File: config.mk
export PLATFORM = sky130hd
export DESIGN_NAME = stepper_phase_sequencer
export DESIGN_NICKNAME = d
export VERILOG_FILES = /design/src/rtl/stepper_pkg.sv /design/src/rtl/step_edge_sync.sv /design/src/rtl/stepper_phase_sequencer.sv
export SDC_FILE = /design/constraint.sdc
export NUM_CORES = 1
export LEC_CHECK = 0
export ABC_AREA = 1
export BUFFER_PORTS_ARGS = -buffer_cell sky130_fd_sc_hd__buf_4
export CAP_MARGIN = 20
export CORE_MARGIN = 3
export CORE_UTILIZATION = 35
export CTS_CLUSTER_SIZE = 25
export DETAILED_ROUTE_END_ITERATION = 8
export GPL_TIMING_DRIVEN = 0
export PLACE_DENSITY = 0.53
export SYNTH_ARGS = -nofsm -noshare
export SYNTH_HDL_FRONTEND = slang
export SYNTH_HIERARCHICAL = 1
export SYNTH_SLANG_ARGS = --single-unit
File: constraint.sdc
create_clock -name clk -period 3.5 [get_ports clk]
set_input_delay 0.875 -clock clk [delete_from_list [all_inputs] [get_ports clk]]
set_output_delay 0.875 -clock clk [all_outputs]
set_load 0.1 [all_outputs]
File: src/rtl/stepper_pkg.sv
// Shared definitions for the stepper phase sequencer.
//   coil_t      : 4-bit coil drive word, bit3..bit0 = A, B, A', B'
//   FULL_TABLE  : 4-entry full-step (two coils on) sequence
//   HALF_TABLE  : 8-entry half-step sequence
//   state_t     : sequencer FSM states
package stepper_pkg;

  typedef logic [3:0] coil_t;

  localparam int FULL_LEN = 4;
  localparam int HALF_LEN = 8;

  localparam coil_t FULL_TABLE [0:FULL_LEN-1] = '{
    4'b1100, 4'b0110, 4'b0011, 4'b1001
  };

  localparam coil_t HALF_TABLE [0:HALF_LEN-1] = '{
    4'b1000, 4'b1100, 4'b0100, 4'b0110,
    4'b0010, 4'b0011, 4'b0001, 4'b1001
  };

  typedef enum logic {
    ST_IDLE = 1'b0,
    ST_MOVE = 1'b1
  } state_t;

endpackage

File: src/rtl/step_edge_sync.sv
// Two-flop synchroniser plus rising-edge detect for the asynchronous
// step-rate input.
//   clk           : system clock
//   reset_reset_n : asynchronous active-low reset, clears all flops
//   d_in          : asynchronous input (step_in)
//   rise_pulse    : one-clk pulse, high in the cycle after d_in's rising
//                   edge has passed both synchroniser flops
module step_edge_sync (
  input  logic clk,
  input  logic reset_reset_n,
  input  logic d_in,
  output logic rise_pulse
);

  logic sync_p0;
  logic sync_p1;
  logic sync_p2;

  always_ff @(posedge clk or negedge reset_reset_n) begin
    if (!reset_reset_n) begin
      sync_p0 <= 1'b0;
      sync_p1 <= 1'b0;
      sync_p2 <= 1'b0;
    end else begin
      // p0/p1: metastability stages; p2: previous synchronised value
      sync_p0 <= d_in;
      sync_p1 <= sync_p0;
      sync_p2 <= sync_p1;
    end
  end

  assign rise_pulse = sync_p1 & ~sync_p2;

endmodule

File: src/rtl/stepper_phase_sequencer.sv
// Stepper motor phase sequencer: accepts move commands (direction, step
// count), advances the coil phase on each synchronised step_in rising edge,
// and tracks a signed position.
//   clk, reset_reset_n        : clock, asynchronous active-low reset
//   step_in                   : asynchronous step-rate square wave
//   enable                    : 1 = coils energised and ticks honoured
//   cmd_valid/cmd_ready       : move command handshake (ready only in IDLE)
//   cmd_dir, cmd_steps        : 1 = forward; step count (0 = no-op with done)
//   abort                     : ends the current move without done
//   coil                      : registered coil drive A, B, A', B'
//   busy, done                : in MOVE; one-clk completion pulse
//   position                  : signed step position, wraps in two's complement
// Build option: define STEPPER_HALF_STEP_EN for the 8-entry half-step table;
// otherwise the 4-entry full-step table is used.
module stepper_phase_sequencer
  import stepper_pkg::*;
#(
  parameter int POS_W   = 32,
  parameter int STEPS_W = 16
) (
  input  logic                    clk,
  input  logic                    reset_reset_n,
  input  logic                    step_in,
  input  logic                    enable,
  input  logic                    cmd_valid,
  output logic                    cmd_ready,
  input  logic                    cmd_dir,
  input  logic [STEPS_W-1:0]      cmd_steps,
  input  logic                    abort,
  output logic [3:0]              coil,
  output logic                    busy,
  output logic                    done,
  output logic signed [POS_W-1:0] position
);

`ifdef STEPPER_HALF_STEP_EN
  localparam int TBL_LEN = HALF_LEN;
`else
  localparam int TBL_LEN = FULL_LEN;
`endif
  localparam int PH_W = $clog2(TBL_LEN);

  function automatic coil_t phase_coil(input logic [PH_W-1:0] idx);
`ifdef STEPPER_HALF_STEP_EN
    return HALF_TABLE[idx];
`else
    return FULL_TABLE[idx];
`endif
  endfunction

  state_t                    state;
  logic                      dir_q;
  logic [STEPS_W-1:0]        remaining;
  logic [PH_W-1:0]           phase;
  logic [PH_W-1:0]           phase_next;
  logic signed [POS_W-1:0]   pos_delta;
  logic                      tick;
  logic                      do_step;

  step_edge_sync u_sync (
    .clk           (clk),
    .reset_reset_n (reset_reset_n),
    .d_in          (step_in),
    .rise_pulse    (tick)
  );

  // Abort outranks a coincident tick; disabled ticks are dropped entirely.
  // Table lengths are powers of two, so the index wraps by plain overflow.
  always_comb begin
    do_step    = (state == ST_MOVE) && !abort && tick && enable;
    phase_next = phase;
    pos_delta  = dir_q ? POS_W'(1) : '1;
    if (do_step) begin
      phase_next = dir_q ? phase + PH_W'(1) : phase - PH_W'(1);
    end
  end

  always_ff @(posedge clk or negedge reset_reset_n) begin
    if (!reset_reset_n) begin
      state     <= ST_IDLE;
      dir_q     <= 1'b0;
      remaining <= '0;
      phase     <= '0;
      position  <= '0;
      coil      <= 4'b0000;
      done      <= 1'b0;
    end else begin
      done <= 1'b0;
      case (state)
        ST_IDLE: begin
          if (cmd_valid) begin
            if (cmd_steps == '0) begin
              done <= 1'b1;
            end else begin
              dir_q     <= cmd_dir;
              remaining <= cmd_steps;
              state     <= ST_MOVE;
            end
          end
        end
        ST_MOVE: begin
          if (abort) begin
            remaining <= '0;
            state     <= ST_IDLE;
          end else if (do_step) begin
            position  <= position + pos_delta;
            remaining <= remaining - STEPS_W'(1);
            if (remaining == STEPS_W'(1)) begin
              state <= ST_IDLE;
              done  <= 1'b1;
            end
          end
        end
        default: state <= ST_IDLE;
      endcase
      phase <= phase_next;
      coil  <= enable ? phase_coil(phase_next) : 4'b0000;
    end
  end

  assign cmd_ready = (state == ST_IDLE);
  assign busy      = (state == ST_MOVE);

endmodule

==> flow_metrics.py, run 1 <==
metrics = {
    "pwr": {
        "ir_drop_v": 0.0005269,
        "leakagePower_uw": 0.003486,
        "p_per_area_nw_per_um2": 1020,
    },
    "clock_network": {
        "clockRootBuffer": "clkbuf_16",
        "cts_made_buffers": 9,
        "cts_setup_buffers": 0,
        "clk_path_buf_depth": 2,
        "post_cts_resized": 0,
        "cts_sinks": 60,
        "clkLatencyLatePin_ps": 340,
        "cts_max_level": 3,
        "cts.hold.buffers_added": 0,
        "cts_tree": "built",
        "clk_pin_slew_ps": 60,
    },
    "layout": {
        "multi_input_area_um2": 2947,
        "final_area_um2": 6082,
        "final_util": 0.4348,
        "fin_nets": 944,
        "drive_above_1_share": 0.1030,
        "area_delta_synth_final_pct": 20.20,
        "antenna_cells": 0,
        "fill_cells": 1552,
        "final-seq-area_um2": 1501,
    },
    "floorplan": {
        "die_x_um": 126.2,
        "die_height_um": 126.2,
        "pin_count": 62,
        "initial_utilization": 0.3617,
        "floorplan.die_area_um2": 15940,
        "core-area_um2": 13990,
        "num_rows": 43,
    },
    "sta": {
        "drv_slew": 0,
        "max_slew_margin": 0.4679,
        "skew_ps": 6.550,
        "setup_viol": 0,
        "worst_slew_pin_slew_ps": 798.1,
        "hold_violations": 0,
        "min_period_ps": 2576,
        "period_share": 0.7360,
        "grt_setup_unrepaired": "false",
        "tns_ps": 0,
        "max_freq_mhz": 388.2,
    },
    "detailed_routing": {
        "wire_per_inst_um": 12.86,
        "via_per_inst": 4.649,
        "dr.pass1.iters": 5,
        "drc": 0,
        "dr.max_layer_used": "met4",
        "met1Wirelength_um": 6754,
        "finalWirelength_um": 13800,
        "drtIter0Drc": 278,
        "vias": 4988,
        "wl_met2_um": 6198,
        "ant_nets": 0,
        "dr_wl_met3_um": 490,
    },
    "synthesis": {
        "ys_types": 33,
        "netlist_instances": 815,
        "ys_warn_count": 6,
        "synth_area_um2": 5060,
        "syn-num-nets": 871,
        "ys_seq_area_frac": 0.2967,
        "syn_avg_cell_area_um2": 6.208,
        "ys_ff_latch": 60,
    },
    "grt": {
        "grt-ovfl-total": 0,
        "grt_usage": 0.1807,
        "grt_pass1_wl_um": 23290,
        "antenna_found_initial": 0,
        "grt_max_degree": 61,
        "grt_pass1_vias": 4811,
    },
    "worst_setup_path": {
        "r2r_slack_ps": 920,
        "crit_arrival_ps": 2810,
        "startpoint_type": "flip-flop",
        "path_max_fanout": 22,
        "crit_type": "flip-flop to flip-flop",
        "crit_path_end_kind": "flip-flop",
        "required_ps": 3730,
    },
    "placement": {
        "dp_hpwl_um": 10730,
        "post_dp_cell_area_um2": 5771,
        "port_buffers": 61,
        "place.gp.congestion": 0.8907,
    },
    "min_path": {
        "worst_hold_path_type": "flip-flop to flip-flop",
    },
    "run_status": {
        "status": "finished, final reports clean",
    },
    "job": {
        "drv_cap": 0,
    },
}
==> layout make-up <==
cell class                      instances  share of cell area
Timing Repair Buffer                   62             0.07982
Buffer                                 12             0.01090
Multi-Input combinational cell        599              0.4845
Sequential cell                        60              0.2469
Inverter                              144             0.08969
Clock buffer                           11             0.04156
Tap cell                              180             0.03703
Clock inverter                          5            0.009669
==> sequential cells by signal, summed over array words and instances (netlist names) <==
name and flops:
u_sync/sync_p1 1, phase 2, position 32, u_sync/sync_p0 1, busy 1, u_sync/sync_p2 1, dir_q 1, remaining 16
done 1, coil 4
==> layer usage <==
metal	vias to the layer above	GRT usage
li1	2662	-
met1	2211	0.2408
met2	90	0.2923
met3	25	0.02969
met4	0	0.07319
met5	-	0
==> report_power, final <==
group          total, µW  internal, µW  switching, µW
Clock                944           591            353
Combinational       4060          1120           2950
Sequential          1190           950            245
Total               6200          2660           3540
==> metrics by stage <==
step / hold slack, ps / setup slack (ps) / power [µW] / instances
after detailed placement: 338.9 / 901.5 / 5270 / 1057
final: 354.5 / 924.1 / 6202 / 1073
after CTS: 354.6 / 876.6 / 6238 / 1073
after global routing: 360.4 / 651.7 / 6684 / 1073
after global placement: 332.5 / 426.4 / 5245 / 1056
after floorplan: 331.2 / 504.3 / 4364 / 815
==> cell usage after synthesis <==
cell type | instances | area share
nand2_1 | 316 | 0.23
nor2_8 | 2 | 0.0079
xor2_1 | 4 | 0.0069
o21a_1 | 1 | 0.0015
nor2_1 | 77 | 0.057
dfrtp_1 | 60 | 0.30
fa_1 | 1 | 0.0040
nor2_2 | 1 | 0.0012
a21o_1 | 1 | 0.0015
nand4_1 | 3 | 0.0037
xor2_2 | 1 | 0.0032
o21ai_0 | 37 | 0.037
and2_1 | 1 | 0.0012
xnor2_1 | 13 | 0.023
buf_6 | 1 | 0.0022
nor3_1 | 7 | 0.0069
inv_4 | 2 | 0.0025
a31oi_1 | 7 | 0.0087
nand3_1 | 52 | 0.051
inv_1 | 141 | 0.10
nor4_1 | 1 | 0.0012
o22ai_1 | 4 | 0.0049
or2_2 | 2 | 0.0025
nand3b_1 | 7 | 0.010
xor2_4 | 1 | 0.0054
ha_1 | 32 | 0.079
o32ai_1 | 1 | 0.0017
buf_8 | 1 | 0.0030
inv_2 | 1 | 0.00074
clkbuf_1 | 8 | 0.0059
buf_2 | 2 | 0.0020
o21bai_1 | 3 | 0.0045
a21oi_1 | 24 | 0.024
==> cells by family after synthesis <==
kind of cell / Yosys count / share of synthesized area
simple gates: 469 / 0.3781
buf+inv: 156 / 0.1209
compound gates: 78 / 0.08309
flops: 60 / 0.2967
fa+ha+maj: 33 / 0.08309
xor+xnor: 19 / 0.03808
==> worst max-delay path, stage by stage, from the launching register on <==
cell and delay [ps]:
dfrtp_1 460, inv_1 280, buf_16 260, ha_1 360, nand2_1 120, nor2_1 300, a21oi_1 120, nand2_1 190
nand2_1 100, nand2_1 70, nand2_1 50, nand3_1 60, nand2_1 60
==> worst paths after layout <==
path / from / end / cells past startpoint
setup / recovery: dir_q$_DFFE_PN0P_ / position[30]$_DFFE_PN0P_ / 12
hold / removal: u_sync/sync_p0$_DFF_PN0_ / u_sync/sync_p1$_DFF_PN0_ / 0
setup reg to reg: dir_q$_DFFE_PN0P_ / position[30]$_DFFE_PN0P_ / 12
hold reg to reg: u_sync/sync_p0$_DFF_PN0_ / u_sync/sync_p1$_DFF_PN0_ / 0
max in group asynchronous: reset_reset_n / position[23]$_DFFE_PN0P_ / 1
min in group asynchronous: reset_reset_n / position[10]$_DFFE_PN0P_ / 1
==> layout by cell type, fill, tap and decap left out, drive strengths merged, types with 2 or more instances in the layout <==
cell / netlist / routed
nand2: 316 / 316
inv: 144 / 145
nor2: 80 / 80
buf: 4 / 66
dfrtp: 60 / 60
nand3: 52 / 52
o21ai: 37 / 37
ha: 32 / 32
a21oi: 24 / 24
clkbuf: 8 / 19
xnor2: 13 / 13
nor3: 7 / 7
nand3b: 7 / 7
a31oi: 7 / 7
xor2: 6 / 6
o22ai: 4 / 4
nand4: 3 / 3
o21bai: 3 / 3
or2: 2 / 2
clkinvlp: 0 / 2
Note: power is estimated with default switching activity, not from simulation.
==> run 2: changes to the inputs <==
--- a/config.mk
+++ b/config.mk
@@ -13,7 +13,7 @@
 export CTS_CLUSTER_SIZE = 25
 export DETAILED_ROUTE_END_ITERATION = 8
 export GPL_TIMING_DRIVEN = 0
-export PLACE_DENSITY = 0.53
+export PLACE_DENSITY = 0.55
 export SYNTH_ARGS = -nofsm -noshare
 export SYNTH_HDL_FRONTEND = slang
 export SYNTH_HIERARCHICAL = 1
==> constraint.sdc (replaced) <==
create_clock -name clk -period 2.15 [get_ports clk]
set_input_delay 0.5375 -clock clk [delete_from_list [all_inputs] [get_ports clk]]
set_output_delay 0.5375 -clock clk [all_outputs]
set_load 0.1 [all_outputs]
==> run 2 against run 1 <==
Net effect:
- the flow now finishes with violations (setup timing)
- worst hold slack lost 78 ps
- global-route usage grew 0.63 points
- die area is the same
- clock power grew 83%
- final area grew 18%
- worst setup slack lost 950 ps
- combinational power grew 110%
- first-iteration DRC count grew 17%
- largest power group unchanged
==> flow_metrics.py, run 2 (synthesized netlist as in run 1, its figures left out) <==
metrics = {
    "grt": {
        "met2_usage": 0.3036,
        "grt_max_degree": 61,
        "gr-usage-met3": 0.02841,
        "grt-ovfl-total": 0,
        "grt_pass1_vias": 4964,
        "grt_usage": 0.1870,
        "grt_pass1_wl_um": 24060,
        "grtUsageMet1": 0.2501,
        "grt_busiest_layer": "met2",
        "antenna_found_initial": 0,
    },
    "placement": {
        "place.gp.congestion": 0.8850,
        "port_buffers": 61,
        "dp_hpwl_um": 10640,
    },
    "clock_network": {
        "cts_tree": "built",
        "clk_pin_slew_ps": 60,
        "clockRootBuffer": "clkbuf_16",
        "cts_made_buffers": 9,
        "cts_max_level": 3,
        "clk_path_buf_depth": 2,
        "clkLatencyLatePin_ps": 350,
        "cts_sinks": 60,
    },
    "floorplan": {
        "floorplan.die_area_um2": 15940,
        "die_x_um": 126.2,
        "num_rows": 43,
        "pin_count": 62,
        "core-area_um2": 13990,
        "die_height_um": 126.2,
        "initial_utilization": 0.3617,
    },
    "layout": {
        "area_delta_synth_final_pct": 41.32,
        "final_util": 0.5112,
        "regMostFlops": "position",
        "layout_common_cells": "nand2_1, inv_1, buf_4",
        "layout.cells.most_common": "nand2_1",
        "top_regs": "position (32), remaining (16), coil (4)",
        "fin_nets": 965,
        "largest_reg_flops": 32,
        "antenna_cells": 0,
        "drive_above_1_share": 0.2965,
    },
    "pwr": {
        "power_frac_clock": 0.143,
        "ir_drop_v": 0.0007601,
        "total_power_uw": 12130,
        "sw_frac_of_total": 0.5493,
        "combPwrFrac": 0.687,
        "p_per_area_nw_per_um2": 1696,
        "leakagePower_uw": 0.003702,
        "power_switching_uw": 6662,
        "seqPwrFrac": 0.170,
        "p_int_uw": 5467,
    },
    "detailed_routing": {
        "dr.pass1.iters": 5,
        "drc": 0,
        "via_per_inst": 4.803,
        "vias": 5255,
        "drtIter0Drc": 325,
        "wire_per_inst_um": 13.94,
        "finalWirelength_um": 15250,
        "ant_nets": 0,
    },
    "min_path": {
        "worst_hold_path_type": "primary input to asynchronous set/reset pin",
    },
    "worst_setup_path": {
        "crit_type": "flip-flop to flip-flop",
        "crit_arrival_ps": 2420,
        "reg2reg_from": "dir_q$_DFFE_PN0P_",
        "worst_r2r_path_depth": 10,
        "path_max_fanout": 8,
        "required_ps": 2390,
        "r2r_slack_ps": -30,
        "reg2reg_to": "position[12]$_DFFE_PN0P_",
        "startpoint_type": "flip-flop",
        "crit_path_end_kind": "flip-flop",
    },
    "sta": {
        "max_freq_mhz": 459.1,
        "grt_setup_unrepaired": "true",
        "drv_slew": 0,
        "skew_ps": 10.57,
        "max_slew_margin": 0.4577,
        "layout_setup_ws_ps": -28.33,
        "worst_slew_pin_slew_ps": 813.5,
        "min_period_ps": 2178,
        "period_share": 1.013,
        "setup_viol": 5,
        "hold_violations": 0,
    },
    "run_status": {
        "violations": "setup timing",
        "status": "complete, but fails checks",
    },
    "job": {
        "drv_cap": 0,
    },
}
[run 2: changes by cell type in the layout (fill, tap and decap cells not counted), sizes merged]
cell / before / now
clkbuf: 19 / 20
inv: 145 / 144
clkinvlp: 2 / 3
bufinv: 1 / 3
buf: 66 / 84
[run 2: worst max path at each step]
stage | startpoint | cells past startpoint | to | slack (ps)
after floorplan | dir_q$_DFFE_PN0P_ | 11 | position[24]$_DFFE_PN0P_ | -140
after global placement | dir_q$_DFFE_PN0P_ | 11 | position[30]$_DFFE_PN0P_ | -880
after detailed placement | dir_q$_DFFE_PN0P_ | 11 | position[22]$_DFFE_PN0P_ | -850
after CTS | dir_q$_DFFE_PN0P_ | 13 | position[26]$_DFFE_PN0P_ | 2
after global routing | dir_q$_DFFE_PN0P_ | 10 | position[12]$_DFFE_PN0P_ | -130
final | dir_q$_DFFE_PN0P_ | 10 | position[12]$_DFFE_PN0P_ | -30
[run 2: power by group through the flow]
| stage | Clock, µW | Combinational (µW) | Sequential (µW) |
|---|---|---|---|
| 2_1_floorplan | 0 | 3090 | 4080 |
| 3_3_place_gp | 0 | 6610 | 1990 |
| 3_5_place_dp | 0 | 6630 | 2000 |
| 4_1_cts | 1760 | 7110 | 2060 |
| 5_1_grt | 1810 | 9010 | 2140 |
| 6_report | 1730 | 8330 | 2070 |
[run 2: final cells by class]
class	instances	area, µm²
Multi-Input combinational cell	599	3771
Clock inverter	6	111.4
Sequential cell	60	1506
Tap cell	180	225.2
Timing Repair inverter	1	7.507
Buffer	12	67.56
Timing Repair Buffer	82	683.2
Fill cell	1417	6838
Clock buffer	10	229.0
Inverter	144	549.3
[run 2: critical path: stages, from the launching register on]
cell	delay, ps
dfrtp_2	460
clkinvlp_4	190
buf_12	200
ha_4	270
nand2_2	140
inv_1	90
a21oi_4	180
nand3_4	130
or2_2	290
nand3_1	70
nand2_1	50
[run 2: repair_timing]
item,4_1_cts,5_1_grt
cloned,1,2
resized for setup,40,147
setup endpoints to repair,29,23
hold buffers,0,0
pin swaps,4,54
buffers inserted,5,14
endpoints found under the hold margin,0,0
[run 2: stage by stage]
stage | cells | TNS (ps) | worst slack (ps) | cell area [µm²] | hold slack (ps)
floorplan | 815 | -1723 | -144.7 | 5110 | 241.9
global placement | 1056 | -20450 | -877.4 | 5793 | 333.2
detailed placement | 1056 | -19830 | -848.2 | 5793 | 336.3
CTS | 1078 | 0 | 2.192 | 6467 | 286.5
global route | 1094 | -1669 | -133.5 | 7151 | 294.0
finish | 1094 | -92.12 | -28.33 | 7151 | 276.5
[run 2: per-layer routing]
layer	part of all wire	up-vias
met5	0	-
met4	0.026	0
met3	0.037	26
met2	0.47	122
met1	0.46	2408
li1	-	2699
==> run 3: changes to the inputs <==
--- a/config.mk
+++ b/config.mk
@@ -13,8 +13,7 @@
 export CTS_CLUSTER_SIZE = 25
 export DETAILED_ROUTE_END_ITERATION = 8
 export GPL_TIMING_DRIVEN = 0
-export PLACE_DENSITY = 0.55
+export PLACE_DENSITY = 0.53
 export SYNTH_ARGS = -nofsm -noshare
 export SYNTH_HDL_FRONTEND = slang
-export SYNTH_HIERARCHICAL = 1
 export SYNTH_SLANG_ARGS = --single-unit
==> constraint.sdc (replaced) <==
create_clock -name clk -period 2.8 [get_ports clk]
set_input_delay 0.7 -clock clk [delete_from_list [all_inputs] [get_ports clk]]
set_output_delay 0.7 -clock clk [all_outputs]
set_load 0.1 [all_outputs]
==> run 3 against run 2 <==
Net effect:
- the run now ends clean
- register-to-register slack improved by 220 ps
- die area fell by 1.5%
- count of clock-buffer cells in the layout did not move
- synthesized cell count fell by 2.3%
- maximum frequency fell by 17%
- non-clock buffer count fell by 18
- sequential cell count did not move
- final area fell by 16%
- cell count fell by 3.7%
- via count fell by 4.3%
- power fell by 37%
- highest routed layer unchanged
- largest power group unchanged
- largest cell class unchanged
- first-iteration DRC count fell by 12%
==> flow_metrics.py, run 3 <==
metrics = {
    "grt": {
        "gr-usage-met3": 0.03881,
        "grt-ovfl-total": 0,
        "met2_usage": 0.2914,
        "antenna_found_initial": 0,
        "grt_usage": 0.1833,
        "grtUsageMet1": 0.2475,
        "grt_busiest_layer": "met2",
        "grt_pass1_vias": 4889,
        "grt_pass1_wl_um": 23520,
        "grt_max_degree": 61,
    },
    "synthesis": {
        "synth_top_family_by_area": "simple AND/OR/NAND/NOR gates",
        "syn-num-nets": 852,
        "synth_top_area_share": 0.3015,
        "synth_area_leaders": "dfrtp_1, nand2_1, inv_1, ha_1, nor2_1",
        "ys_types": 34,
        "netlist_instances": 796,
        "yosys.area.top_type": "dfrtp_1",
        "synth.cells.most_frequent": "nand2_1, inv_1, nor2_1",
        "synth-edff-count": 0,
        "synthAdderAreaFrac": 0.08442,
        "synth_area_um2": 4980,
        "synth.area.mux_share": 0,
        "synth-compound-area-share": 0.09673,
        "ys_ff_latch": 60,
        "yosys.area_share.xor_xnor": 0.03869,
        "synth_most_common_cell": "nand2_1",
        "ys_seq_area_frac": 0.3015,
        "ys_warn_count": 0,
        "synthArstFlopShare": 1.000,
        "synth_flop_cell": "dfrtp_1",
        "syn_avg_cell_area_um2": 6.256,
        "synthSimpleGateAreaFrac": 0.3686,
    },
    "worst_setup_path": {
        "reg2reg_from": "dir_q$_DFFE_PN0P_",
        "r2r_slack_ps": 190,
        "critPathLaunch": "dir_q$_DFFE_PN0P_",
        "path_max_fanout": 19,
        "crit_path_end_kind": "flip-flop",
        "crit_arrival_ps": 2840,
        "worst_r2r_path_depth": 13,
        "required_ps": 3030,
        "reg2reg_to": "position[30]$_DFFE_PN0P_",
        "startpoint_type": "flip-flop",
        "crit_type": "flip-flop to flip-flop",
    },
    "layout": {
        "instances_no_fill": 1053,
        "multi_input_area_um2": 2930,
        "largest_reg_flops": 32,
        "fin_nets": 928,
        "drive_above_1_share": 0.1083,
        "layout_common_cells": "nand2_1, inv_1, nor2_1",
        "layout.cells.most_common": "nand2_1",
        "area_delta_synth_final_pct": 20.30,
        "fill_cells": 1490,
        "final-seq-area_um2": 1501,
        "regMostFlops": "position",
        "antenna_cells": 0,
        "final_area_um2": 5991,
        "top_regs": "position (32), remaining (16), coil (4)",
    },
    "clock_network": {
        "cts_tree": "built",
        "cts_made_buffers": 9,
        "cts_sinks": 60,
        "clk_pin_slew_ps": 60,
        "cts.hold.buffers_added": 0,
        "clk_path_buf_depth": 2,
        "clkLatencyLatePin_ps": 340,
        "cts_max_level": 3,
        "clockRootBuffer": "clkbuf_16",
    },
    "sta": {
        "period_share": 0.9328,
        "min_period_ps": 2612,
        "skew_ps": 6.262,
        "max_slew_margin": 0.4627,
        "drv_slew": 0,
        "worst_slew_pin_slew_ps": 805.9,
        "grt_setup_unrepaired": "false",
        "hold_violations": 0,
        "tns_ps": 0,
        "max_freq_mhz": 382.9,
        "setup_viol": 0,
    },
    "run_status": {
        "status": "finished, final reports clean",
    },
    "pwr": {
        "p_per_area_nw_per_um2": 1271,
        "total_power_uw": 7617,
        "ir_drop_v": 0.0008618,
        "leakagePower_uw": 0.003438,
    },
    "placement": {
        "place.gp.congestion": 0.8713,
        "dp_hpwl_um": 10820,
        "place_inst": 1034,
        "port_buffers": 61,
        "post_dp_cell_area_um2": 5685,
    },
    "floorplan": {
        "floorplan.die_area_um2": 15700,
        "die_x_um": 125.3,
        "core-area_um2": 13560,
        "pin_count": 62,
        "initial_utilization": 0.3673,
        "num_rows": 42,
        "die_height_um": 125.3,
    },
    "detailed_routing": {
        "dr.pass1.iters": 5,
        "drc": 0,
        "via_per_inst": 4.778,
        "finalWirelength_um": 14010,
        "vias": 5031,
        "drtIter0Drc": 286,
        "wire_per_inst_um": 13.30,
        "ant_nets": 0,
    },
    "job": {
        "drv_cap": 0,
    },
    "min_path": {
        "worst_hold_path_type": "flip-flop to flip-flop",
        "holdPathEnd": "u_sync.sync_p1$_DFF_PN0_",
        "whs_path_depth": 0,
        "min_from": "u_sync.sync_p0$_DFF_PN0_",
    },
}
[run 3: cell types whose count changed after synthesis, sizes merged, moves of 9 or more]
cell / previous run / this run
a21oi: 24 / 36
inv: 144 / 134
nand2: 316 / 306
nand3: 52 / 43
[run 3: metal layers]
| layer | share of wire | vias to the layer above |
|---|---|---|
| met5 | 0 | - |
| met4 | 0.022 | 0 |
| met3 | 0.051 | 21 |
| met2 | 0.44 | 124 |
| met1 | 0.48 | 2261 |
| li1 | - | 2625 |
[run 3: worst max-delay path: stages (launching register included)]
cell        delay (ps)
dfrtp_1            480
clkinvlp_4         270
buf_16             230
ha_1               370
nand2_1            110
nor2_1             230
and3_1             190
nand2_1             60
nand2_1            210
nand2_1            110
nand2_1             80
nand2_1             50
nand3_1             70
nand2_1             50
[run 3: cell type report]
cell class / count / area share
plain buffers: 11 / 0.007519
clock inverters: 6 / 0.006683
multi-input cells: 591 / 0.4891
clock buffers: 10 / 0.03989
inverters: 134 / 0.08459
repair buffers: 65 / 0.08480
flip-flops and latches: 60 / 0.2506
well taps: 176 / 0.03676
[run 3: where the power goes]
group	total (µW)	internal [µW]	switching (µW)
sequential	1490	1190	303
combinational	5080	1400	3680
clock	1050	620	425
total	7620	3200	4410
[run 3: worst max-delay path by stage]
stage | to | slack, ps | cells past startpoint
2_1_floorplan | cmd_ready | 10 | 2
3_3_place_gp | position[31]$_DFFE_PN0P_ | -340 | 13
3_5_place_dp | position[30]$_DFFE_PN0P_ | 170 | 13
4_1_cts | position[30]$_DFFE_PN0P_ | 160 | 13
5_1_grt | position[24]$_DFFE_PN0P_ | 10 | 12
6_report | position[30]$_DFFE_PN0P_ | 190 | 13
[run 3: timing repair]
action,CTS,global route
gates resized for setup,0,1
endpoints found under the setup margin,0,4
setup buffers,0,3
[run 3: cells by family after synthesis]
group                      Yosys count
AOI/OAI and AO/OA                   90
xor gates and xnor gates            19
adders and majority gates           33
buffers and inverters              145
DFF                                 60
and+or+nand+nor                    449
[run 3: stage by stage]
step                  util  worst slack [ps]  hold WS (ps)
global route        0.4419             9.512         383.6
global placement    0.4173            -342.8         335.3
detailed placement  0.4193             170.7         347.1
finish              0.4419             188.1         359.8
CTS                 0.4399             155.9         369.4
floorplan                -             11.98         331.2
